===== src/rtl/common_pkg.sv =====
`default_nettype none
// ============================================================================
// Module      : common_pkg
// Description : Shared definitions for the pipeline register chain. Provides
//               the default PC width and the stage-slot indices used to
//               address stall_i, flush_i, stage_valid_o and stage_pc_o.
// Revision    : 1.0 - initial release
// ============================================================================
package common_pkg;

    localparam int XLEN = 32;

    // Slot index of each inter-stage register in the default 4-slot chain.
    typedef enum logic [1:0] {
        IF_ID  = 2'd0,
        ID_EX  = 2'd1,
        EX_MEM = 2'd2,
        MEM_WB = 2'd3
    } pipe_stage_e;

endpackage : common_pkg
`default_nettype wire


===== src/rtl/pipeline_reg_chain_pipe_slot.sv =====
`default_nettype none
// ============================================================================
// Module      : pipe_slot
// Description : One pipeline register slot: valid bit, PC and opaque payload.
//               Sequencing decisions (move/feed/flush) are made by the chain.
// Ports       : clk, rst      - clock, synchronous active-high reset
//               move_i        - slot content is replaced this cycle
//               feed_i        - upstream entry is handed to this slot
//               flush_i       - kill the slot and its incoming entry
//               pc_i/payload_i- incoming entry
//               valid_o/pc_o/payload_o - current slot content
// Revision    : 1.0 - initial release
// ============================================================================
module pipe_slot
    import common_pkg::*;
#(
    parameter int XLEN      = 32,
    parameter int PAYLOAD_W = 128
) (
    input  logic                 clk,
    input  logic                 rst,
    input  logic                 move_i,
    input  logic                 feed_i,
    input  logic                 flush_i,
    input  logic [XLEN-1:0]      pc_i,
    input  logic [PAYLOAD_W-1:0] payload_i,
    output logic                 valid_o,
    output logic [XLEN-1:0]      pc_o,
    output logic [PAYLOAD_W-1:0] payload_o
);

    logic                 valid_q, valid_d;
    logic [XLEN-1:0]      pc_q, pc_d;
    logic [PAYLOAD_W-1:0] payload_q, payload_d;
    logic                 load_w;

    always_comb begin
        load_w    = feed_i & ~flush_i;
        valid_d   = valid_q;
        pc_d      = pc_q;
        payload_d = payload_q;
        if (move_i) begin
            valid_d = load_w;
        end
        // Data only captures real entries so bubbles do not toggle the bus.
        if (load_w) begin
            pc_d      = pc_i;
            payload_d = payload_i;
        end
    end

    always_ff @(posedge clk) begin
        if (rst) begin
            valid_q   <= 1'b0;
            pc_q      <= '0;
            payload_q <= '0;
        end else begin
            valid_q   <= valid_d;
            pc_q      <= pc_d;
            payload_q <= payload_d;
        end
    end

    assign valid_o   = valid_q;
    assign pc_o      = pc_q;
    assign payload_o = payload_q;

endmodule : pipe_slot
`default_nettype wire


===== src/rtl/pipeline_reg_chain.sv =====
`default_nettype none
// ============================================================================
// Module      : pipeline_reg_chain
// Description : Chain of NUM_STAGES pipeline register slots with valid/ready
//               flow control, per-slot stall and per-slot flush.
// Ports       : in_valid/in_ready/in_pc/in_payload   - upstream handshake
//               out_valid/out_ready/out_pc/out_payload - downstream handshake
//               stall_i/flush_i  - per-slot hold and kill requests
//               stage_valid_o/stage_pc_o - per-slot observation
//               hold_cnt_o/flush_cnt_o   - performance counters
// Config      : PIPE_PERF_CNT_EN - when defined, adds the two 32-bit
//               performance counter ports and their logic.
// Revision    : 1.0 - initial release
// ============================================================================
module pipeline_reg_chain
    import common_pkg::*;
#(
    parameter int NUM_STAGES = 4,
    parameter int XLEN       = common_pkg::XLEN,
    parameter int PAYLOAD_W  = 128
) (
    input  logic                       clk,
    input  logic                       rst,
    input  logic                       in_valid,
    output logic                       in_ready,
    input  logic [XLEN-1:0]            in_pc,
    input  logic [PAYLOAD_W-1:0]       in_payload,
    input  logic [NUM_STAGES-1:0]      stall_i,
    input  logic [NUM_STAGES-1:0]      flush_i,
    output logic                       out_valid,
    input  logic                       out_ready,
    output logic [XLEN-1:0]            out_pc,
    output logic [PAYLOAD_W-1:0]       out_payload,
    output logic [NUM_STAGES-1:0]      stage_valid_o,
    output logic [NUM_STAGES*XLEN-1:0] stage_pc_o
`ifdef PIPE_PERF_CNT_EN
    ,
    output logic [31:0]                hold_cnt_o,
    output logic [31:0]                flush_cnt_o
`endif
);

    logic [NUM_STAGES-1:0] valid_w;
    logic [NUM_STAGES-1:0] dn_w;
    logic [NUM_STAGES-1:0] leave_w;
    logic [NUM_STAGES-1:0] move_w;
    logic [NUM_STAGES-1:0] feed_w;
    logic [XLEN-1:0]       pc_w      [NUM_STAGES];
    logic [PAYLOAD_W-1:0]  payload_w [NUM_STAGES];
    logic [XLEN-1:0]       up_pc_w   [NUM_STAGES];
    logic [PAYLOAD_W-1:0]  up_pay_w  [NUM_STAGES];

    // Readiness ripples from the output end back to the input, so slots are
    // evaluated tail-first: a slot may move only if its successor moves.
    always_comb begin
        dn_w    = '0;
        leave_w = '0;
        move_w  = '0;
        feed_w  = '0;
        dn_w[NUM_STAGES-1]    = out_ready;
        leave_w[NUM_STAGES-1] = valid_w[NUM_STAGES-1] & ~stall_i[NUM_STAGES-1]
                              & ~flush_i[NUM_STAGES-1] & dn_w[NUM_STAGES-1];
        move_w[NUM_STAGES-1]  = flush_i[NUM_STAGES-1] | ~valid_w[NUM_STAGES-1]
                              | leave_w[NUM_STAGES-1];
        for (int k = NUM_STAGES - 2; k >= 0; k--) begin
            dn_w[k]    = move_w[k+1];
            leave_w[k] = valid_w[k] & ~stall_i[k] & ~flush_i[k] & dn_w[k];
            // A flushed slot always moves so upstream drains into it.
            move_w[k]  = flush_i[k] | ~valid_w[k] | leave_w[k];
        end
        feed_w[0] = in_valid & move_w[0];
        for (int k = 1; k < NUM_STAGES; k++) begin
            feed_w[k] = leave_w[k-1];
        end
    end

    generate
        for (genvar k = 0; k < NUM_STAGES; k++) begin : g_slot
            if (k == 0) begin : g_head
                assign up_pc_w[k]  = in_pc;
                assign up_pay_w[k] = in_payload;
            end else begin : g_body
                assign up_pc_w[k]  = pc_w[k-1];
                assign up_pay_w[k] = payload_w[k-1];
            end

            pipe_slot #(
                .XLEN      (XLEN),
                .PAYLOAD_W (PAYLOAD_W)
            ) u_slot (
                .clk       (clk),
                .rst       (rst),
                .move_i    (move_w[k]),
                .feed_i    (feed_w[k]),
                .flush_i   (flush_i[k]),
                .pc_i      (up_pc_w[k]),
                .payload_i (up_pay_w[k]),
                .valid_o   (valid_w[k]),
                .pc_o      (pc_w[k]),
                .payload_o (payload_w[k])
            );

            assign stage_pc_o[k*XLEN +: XLEN] = pc_w[k];
        end
    endgenerate

    assign in_ready      = move_w[0];
    assign stage_valid_o = valid_w;
    assign out_valid     = valid_w[NUM_STAGES-1] & ~stall_i[NUM_STAGES-1]
                         & ~flush_i[NUM_STAGES-1];
    assign out_pc        = pc_w[NUM_STAGES-1];
    assign out_payload   = payload_w[NUM_STAGES-1];

`ifdef PIPE_PERF_CNT_EN
    logic [31:0] hold_cnt_q, hold_cnt_d;
    logic [31:0] flush_cnt_q, flush_cnt_d;

    // Counters wrap naturally at 32 bits.
    always_comb begin
        hold_cnt_d  = hold_cnt_q + {31'd0, in_valid & ~in_ready};
        flush_cnt_d = flush_cnt_q + {31'd0, |flush_i};
    end

    always_ff @(posedge clk) begin
        if (rst) begin
            hold_cnt_q  <= '0;
            flush_cnt_q <= '0;
        end else begin
            hold_cnt_q  <= hold_cnt_d;
            flush_cnt_q <= flush_cnt_d;
        end
    end

    assign hold_cnt_o  = hold_cnt_q;
    assign flush_cnt_o = flush_cnt_q;
`endif

endmodule : pipeline_reg_chain
`default_nettype wire

===== config.mk =====
export PLATFORM = sky130hd
export DESIGN_NAME = pipeline_reg_chain
export DESIGN_NICKNAME = d
export VERILOG_FILES = /design/src/rtl/common_pkg.sv /design/src/rtl/pipeline_reg_chain_pipe_slot.sv /design/src/rtl/pipeline_reg_chain.sv
export SDC_FILE = /design/constraint.sdc
export NUM_CORES = 1
export LEC_CHECK = 0
export BUFFER_PORTS_ARGS = -buffer_cell sky130_fd_sc_hd__buf_2
export CORE_ASPECT_RATIO = 0.75
export CORE_MARGIN = 1
export CORE_UTILIZATION = 54
export DETAILED_ROUTE_END_ITERATION = 12
export PLACE_DENSITY_LB_ADDON = 0.25
export SYNTH_ARGS = -nofsm -noshare
export SYNTH_HDL_FRONTEND = slang
export SYNTH_SLANG_ARGS = --single-unit
export TNS_END_PERCENT = 1

===== constraint.sdc =====
create_clock -name clk -period 2.3 [get_ports clk]
set_input_delay 0.345 -clock clk [delete_from_list [all_inputs] [get_ports clk]]
set_output_delay 0.345 -clock clk [all_outputs]
set_load 0.02 [all_outputs]

# Word level (Yosys, flattened, before mapping)
# Cells that the tools add are included.
# op_classes
n_bitwise	37
# ops
cell	n
1-bit AND	17
1-bit NOT	12
1-bit bitwise OR	8
# word_totals
regBits	644
inputBits	172
out_inout_bits	294

# Longest topological paths before layout
# Gate-level depths: netlist of run 1.
# depth
word_depth	13
ltp_mapped	8

# Cells and area by module
# A second synthesis of run 1 with hierarchy kept.
# hier_totals
cells_unflattened	2995
hier_area_um2	31585.3
# modules_own_cells
mod	instances	cells_each	area_per_inst_um2	seq_area_each_um2
pipe_slot	4	735	7791.2	3223.1
pipeline_reg_chain	1	55	420.4	0.0

# Worst setup path after synthesis of run 1
# No wires, ideal clock.
# synth_timing
path_type	input port to flip-flop
start	input port stall_i[3]
end	register g_slot[3].u_slot.payload_q[10]
setup_ns	0.132
arrival_time_ns	1.609
path_slack_ns	0.558
path_stages	8
n_path_buf	3
cell_sequence	nand2b_1 -> a21o_1 -> or3_1 -> buf_2 -> buf_6 -> buf_4 -> nand2_1 -> a21oi_1
# synth_between
elab_chain_cells	7
# synth_lines
item	line_no	source
from (decl)	pipeline_reg_chain.sv:28	input logic [NUM_STAGES-1:0] stall_i,
1-bit NOT	pipeline_reg_chain.sv:61	leave_w[NUM_STAGES-1] = valid_w[NUM_STAGES-1] & ~stall_i[NUM_STAGES-1]
1-bit AND	pipeline_reg_chain.sv:61	
1-bit AND (2 in a row)	pipeline_reg_chain.sv:62	& ~flush_i[NUM_STAGES-1] & dn_w[NUM_STAGES-1];
1-bit bitwise OR	pipeline_reg_chain.sv:64	| leave_w[NUM_STAGES-1];
1-bit AND	pipeline_reg_chain.sv:67	leave_w[k] = valid_w[k] & ~stall_i[k] & ~flush_i[k] & dn_w[k];
1-bit AND	pipeline_reg_chain_pipe_slot.sv:38	load_w = feed_i & ~flush_i;
to (signal assigned)	pipeline_reg_chain_pipe_slot.sv:60	payload_q <= payload_d;
to (decl)	pipeline_reg_chain_pipe_slot.sv:34	logic [PAYLOAD_W-1:0] payload_q, payload_d;
# No other way between the ends.
# A chain may end at the register's enable or synchronous reset.

# Worst setup path after layout of run 1
# layout_timing
start	register g_slot[1].u_slot.valid_q
end	output port in_ready
# layout_between
elab_chain_cells	6
word_cells_on_any_way	8
cone_classes	bitwise (8)
# layout_lines
item	line_no	source
from (decl)	pipeline_reg_chain_pipe_slot.sv:32	logic valid_q, valid_d;
from (signal assigned)	pipeline_reg_chain_pipe_slot.sv:58	valid_q <= valid_d;
1-bit AND (3 in a row)	pipeline_reg_chain.sv:67	
1-bit bitwise OR *	pipeline_reg_chain.sv:69	move_w[k] = flush_i[k] | ~valid_w[k] | leave_w[k];
1-bit AND *	pipeline_reg_chain.sv:67	
1-bit bitwise OR *	pipeline_reg_chain.sv:69	
to (decl)	pipeline_reg_chain.sv:25	output logic in_ready,
# Every way passes the cells marked *; elsewhere a longest branch is shown, timed or not.

==> flow_summary.yaml, run 1 <==
status:
  run_status: "finished, final reports clean"
finish:
  mostFrequentLayoutCells: "dfxtp_1 (644), nand2_1 (643), buf_2 (464), nor2_1 (327), a21oi_1 (323)"
  finish.utilization_pct: 69.99
  syn2layout_area_growth_pct: 26.67
  layout_commonest_cell: "dfxtp_1"
  drive_above_1_share_pct: 20.65
  nets: 3177
  final.fill_count: 3165
synth:
  ys_ff_latch: 644
  synth_sequential_area_ratio_pct: 56.69
  postSynthNetCount: 2665
  yosys.area.top_type_share_pct: 56.69
  ys_warn_count: 0
  synth_top_flop_cell: "dfxtp_1"
  syn_avg_cell_area_sq_um: 9.122
  mappedNetlistArea_sq_um: 22740
  synthesis.instances: 2493
  ys_async_sr_fraction_pct: 0
  post_synth_edffs: 0
  synth_top_area_cell: "dfxtp_1"
  synth_area_leaders: "dfxtp_1 (57%), mux2i_1 (14%), nand2_1 (11%)"
  post_synth_num_cell_types: 24
setup_path:
  crit_family: "compound AO/OA/AOI/OAI gates"
  cp_max_fo: 3
  cp.required_ns: 1.96
  worst-path-buf-inv: 1
  critPathKind: "reg2out"
  cp_data_arrival_time_ns: 1.83
  start_kind: "flop"
  crit_slowest_cell: "dfxtp_1"
  worst_setup_path_end_kind: "output port"
  timing.critical_path.cells: "and3b_1 -> o21ai_0 -> o21a_1 -> buf_2"
  critical_path.max_stage_delay_ns: 0.34
clocking:
  clockBufferDepth: 3
  post-cts-setup-buffers: 0
  tritoncts.num_buffers: 59
  clkSlewWorstSetupHoldPaths_ns: 0.06
  clockRootBuffer: "clkbuf_16"
  cts_num_sinks: 644
  cts_max_level: 2
  insertion_delay_ns: 0.59
  hold_buffers: 137
  cts_tree: "yes"
  ctsResizeCount: 0
grt:
  grt_use_total_pct: 26.25
  grt_start_max_net_pins: 108
  first_global_vias: 18240
  grt.overflow.total: 0
  antenna_found_initial: 2
  grt_pass1_wl_um: 92510
timing:
  hold-worst-slack_ns: 0.02202
  drv_slew: 0
  worstMarginPinSlew_ns: 0.6114
  slew-limit-headroom_pct: 58.81
  hold_viol: 0
  timing.final.setup_violations: 0
  final_period_minus_worst_setup_slack_ns: 2.177
  grt_setup_unrepaired: "false"
  final.setup_skew_ns: 0.02295
  finalWorstSetupSlack_ns: 0.1228
  max_freq_ghz: 0.4593
  fin_crit_sh_pct: 94.66
  final_tns_setup_ns: 0
detailed_routing:
  route.detailed.drc: 0
  initialDrtViolationCount: 1152
  antenna_left: 0
  via_count: 18540
  routedWlPerCell_um: 15.89
  drt-pass1-iter-count: 5
  finalWirelength_um: 57430
  vias_per_cell: 5.129
die:
  die_h_um: 179.7
  design.die.area_sq_um: 42950
  core.rowCount: 64
  effective_utilization_at_floorplan_pct: 55.25
  die_w_um: 239.0
  floorplan.core_area_sq_um: 41160
  number_of_primary_i_o_pins: 466
place:
  port-buffer-count: 465
  place_ws_ns: 0.1606
  post_detailed_placement_half_perimeter_wirelength_um: 35970
  gp_routability_congestion: 0.8811
pwr:
  p_per_area_nw_per_um2: 763.8
  static-leakage-power_nw: 12.20
  max-vdd-ir-drop_mv: 0.6329
hold_path:
  hold_path_class: "in2reg"
flow_run:
  cap_viol_max_count: 0
## final cells by class
cell class	instances	area, sq um	area share (%)
antenna	2	5.005	0.01737
clock buffer	89	1780	6.181
clock inverter	18	133.9	0.4648
inverter	1	3.754	0.01303
multi-input combinational	1634	8667	30.09
sequential	644	12890	44.76
tap	561	701.9	2.437
timing repair buffer	665	4622	16.04
## synth_stat cells (2+ instances only)
library cell  number
buf_4             57
o21ai_0            2
nor2b_1            4
nor2_1           327
a21oi_1          324
mux2i_1          320
dfxtp_1          644
nand2b_1           2
o21a_1             2
buf_2             37
clkbuf_1          97
buf_6             23
nand2_1          643
## kinds of logic after synthesis
logic type | count (synthesis) | synth area share [%]
compound gates | 332 | 7.389
flops | 644 | 56.69
simple gates | 982 | 16.38
mux | 320 | 14.09
buf+inv | 215 | 5.453
## worst min-delay path: stages
cell and delay [ns]:
buf_2 0.09, mux2i_1 0.06, nor2_1 0.08
## where the power goes
part | switching, mW | internal (mW)
sequential | 0.0875 | 11.3
combinational | 0.544 | 0.529
clock | 4.10 | 5.44
total | 4.74 | 17.3
## flip-flops by register name (all words and copies together), names as in the netlist
| name | cells |
|---|---|
| g_slot.u_slot.payload_o | 512 |
| g_slot.u_slot.valid_o | 4 |
| g_slot.u_slot.pc_o | 128 |
## layer usage
metal  vias up  global-route usage [%]  wire (um)
li1       9095                       -          -
met1      8782                   33.23      24510
met2       530                   44.62      27950
met3       129                   4.530       3069
met4         0                   9.923       1897
met5         -                       0          0
## worst paths after layout
check | startpoint | endpoint | slack (ns) | cells after the start
worst min register to register | g_slot[2].u_slot.payload_o[41] | g_slot[3].u_slot.payload_o[41] | 0.45 | 2
worst min-delay path | in_payload[21] | g_slot[0].u_slot.payload_o[21] | 0.02 | 3
worst max-delay path | g_slot[1].u_slot.valid_o | in_ready | 0.12 | 4
worst max register to register | g_slot[1].u_slot.valid_o | g_slot[0].u_slot.payload_o[31] | 0.22 | 7
## metrics by stage
step	total power [mW]	instances	instance area [sq um]
after floorplan	12.14	2493	22740
after global placement	12.48	3367	25510
after detailed placement	12.50	3367	25510
after CTS	22.19	3611	28790
after global routing	22.83	3614	28810
final	22.00	3614	28810
Power figures use the tool's default switching activity.
==> inputs of run 2 (changes only) <==
==> constraint.sdc (replaced) <==
create_clock -name clk -period 2.3 [get_ports clk]
set_input_delay 0.23 -clock clk [delete_from_list [all_inputs] [get_ports clk]]
set_output_delay 0.23 -clock clk [all_outputs]
set_load 0.02 [all_outputs]
==> flow_summary.yaml, run 2 (same netlist as run 1, synthesis figures left out) <==
status:
  run_status: "finished, final reports clean"
flow_run:
  cap_viol_max_count: 0
finish:
  final.fill_count: 3089
  syn2layout_area_growth_pct: 27.80
  nets: 3191
  max_ffs_per_register: 512
  drive_above_1_share_pct: 20.17
  layout_commonest_cell: "dfxtp_1"
  multi_input_area_sq_um: 8667
  register_area_sq_um: 12890
  mostFrequentLayoutCells: "dfxtp_1 (644), nand2_1 (643), buf_2 (464), nor2_1 (327), a21oi_1 (323)"
setup_path:
  worst_setup_path_end_kind: "flop"
  rr_worst_depth: 6
  cp_data_arrival_time_ns: 2.68
  reg2reg_from: "g_slot[3].u_slot.valid_o"
  cp.required_ns: 2.82
  critPathCapture: "g_slot[3].u_slot.pc_o[9]"
  worst_case_register_to_register_setup_slack_ns: 0.13
  r2r_end: "g_slot[3].u_slot.pc_o[9]"
  cp_max_fo: 161
  critPathKind: "reg2reg"
  worstSetupStartpoint: "g_slot[3].u_slot.valid_o"
  start_kind: "flop"
clocking:
  cts_num_sinks: 644
  tritoncts.num_buffers: 59
  ctsResizeCount: 0
  cts_tree: "yes"
  clockBufferDepth: 3
  cts_max_level: 2
  clkSlewWorstSetupHoldPaths_ns: 0.06
  clockRootBuffer: "clkbuf_16"
  insertion_delay_ns: 0.60
detailed_routing:
  vias_per_cell: 5.155
  route.detailed.drc: 0
  routedWlPerCell_um: 16.27
  finalWirelength_um: 59060
  initialDrtViolationCount: 1160
  via_count: 18720
  drt-pass1-iter-count: 7
  antenna_left: 0
pwr:
  p_per_area_nw_per_um2: 774.7
  max-vdd-ir-drop_mv: 0.6914
  static-leakage-power_nw: 12.27
timing:
  fin_crit_sh_pct: 94.34
  hold_viol: 0
  hold-worst-slack_ns: 0.01680
  grt_setup_unrepaired: "false"
  finalWorstSetupSlack_ns: 0.1302
  final_tns_setup_ns: 0
  slew-limit-headroom_pct: 41.14
  timing.final.setup_violations: 0
  worstMarginPinSlew_ns: 0.8830
  final_period_minus_worst_setup_slack_ns: 2.170
  drv_slew: 0
  max_freq_ghz: 0.4609
  final.setup_skew_ns: 0.02912
place:
  gp_routability_congestion: 0.8458
  port-buffer-count: 465
  post_detailed_placement_half_perimeter_wirelength_um: 36240
  place_ws_ns: 0.1393
grt:
  grt.overflow.total: 0
  grt_start_max_net_pins: 162
  first_global_vias: 18740
  antenna_found_initial: 5
  grt_pass1_wl_um: 95310
  grt_use_total_pct: 27.02
die:
  effective_utilization_at_floorplan_pct: 55.25
  die_h_um: 179.7
  core.rowCount: 64
  design.die.area_sq_um: 42950
  floorplan.core_area_sq_um: 41160
  die_w_um: 239.0
  number_of_primary_i_o_pins: 466
hold_path:
  holdPathStages: 2
  hold_path_class: "in2reg"
run 2: stage by stage:
stage / power [mW] / cells / cell area [sq um] / util [%]
3_3_place_gp: 12.47 / 3353 / 25360 / 61.62
6_report: 22.52 / 3631 / 29060 / 70.61
2_1_floorplan: 12.14 / 2493 / 22740 / -
3_5_place_dp: 12.49 / 3353 / 25360 / 61.62
5_1_grt: 23.26 / 3630 / 29060 / 70.60
4_1_cts: 22.67 / 3623 / 29020 / 70.51
run 2: repair_timing:
action / in CTS / in global routing
hold buffers: 164 / 0
buffers inserted: 0 / 2
endpoints found under the setup margin: 0 / 14
hold endpoints to repair: 162 / 0
run 2: cell type report:
class / instances / share of cell area, %
Timing Repair Buffer: 679 / 16.40
Inverter: 1 / 0.01292
Antenna cell: 6 / 0.05166
Tap cell: 561 / 2.415
Clock buffer: 85 / 5.971
Multi-Input combinational cell: 1634 / 29.82
Sequential cell: 644 / 44.36
Clock inverter: 21 / 0.9644
run 2: worst min path at each step:
stage                                         from                              to
finish                                         rst  g_slot[0].u_slot.payload_o[58]
detailed placement   g_slot[3].u_slot.payload_o[6]   g_slot[3].u_slot.payload_o[6]
global route                                   rst  g_slot[2].u_slot.payload_o[61]
CTS                                            rst  g_slot[0].u_slot.payload_o[47]
floorplan                            in_payload[0]   g_slot[0].u_slot.payload_o[0]
global placement    g_slot[0].u_slot.payload_o[53]  g_slot[1].u_slot.payload_o[53]
run 2: routing by layer:
layer / part of all wire [%] / global-route usage, %
met5: 0 / 0
met4: 3.3 / 10.26
met3: 4.9 / 4.208
met2: 50 / 47.79
met1: 42 / 32.89
run 2: report_power, final:
group | total, mW | switching (mW) | internal (mW) | leakage [nW]
logic | 1.10 | 0.553 | 0.545 | 6.07
registers | 11.4 | 0.0871 | 11.3 | 5.21
clock network | 10.0 | 4.13 | 5.90 | 0.997
run 2: critical path, cell delays in order (launching register included):
cell	delay, ns
dfxtp_1	0.33
nor2b_2	0.24
a21o_1	0.27
or3_4	0.18
buf_12	0.54
nand2_1	0.14
a21oi_1	0.21
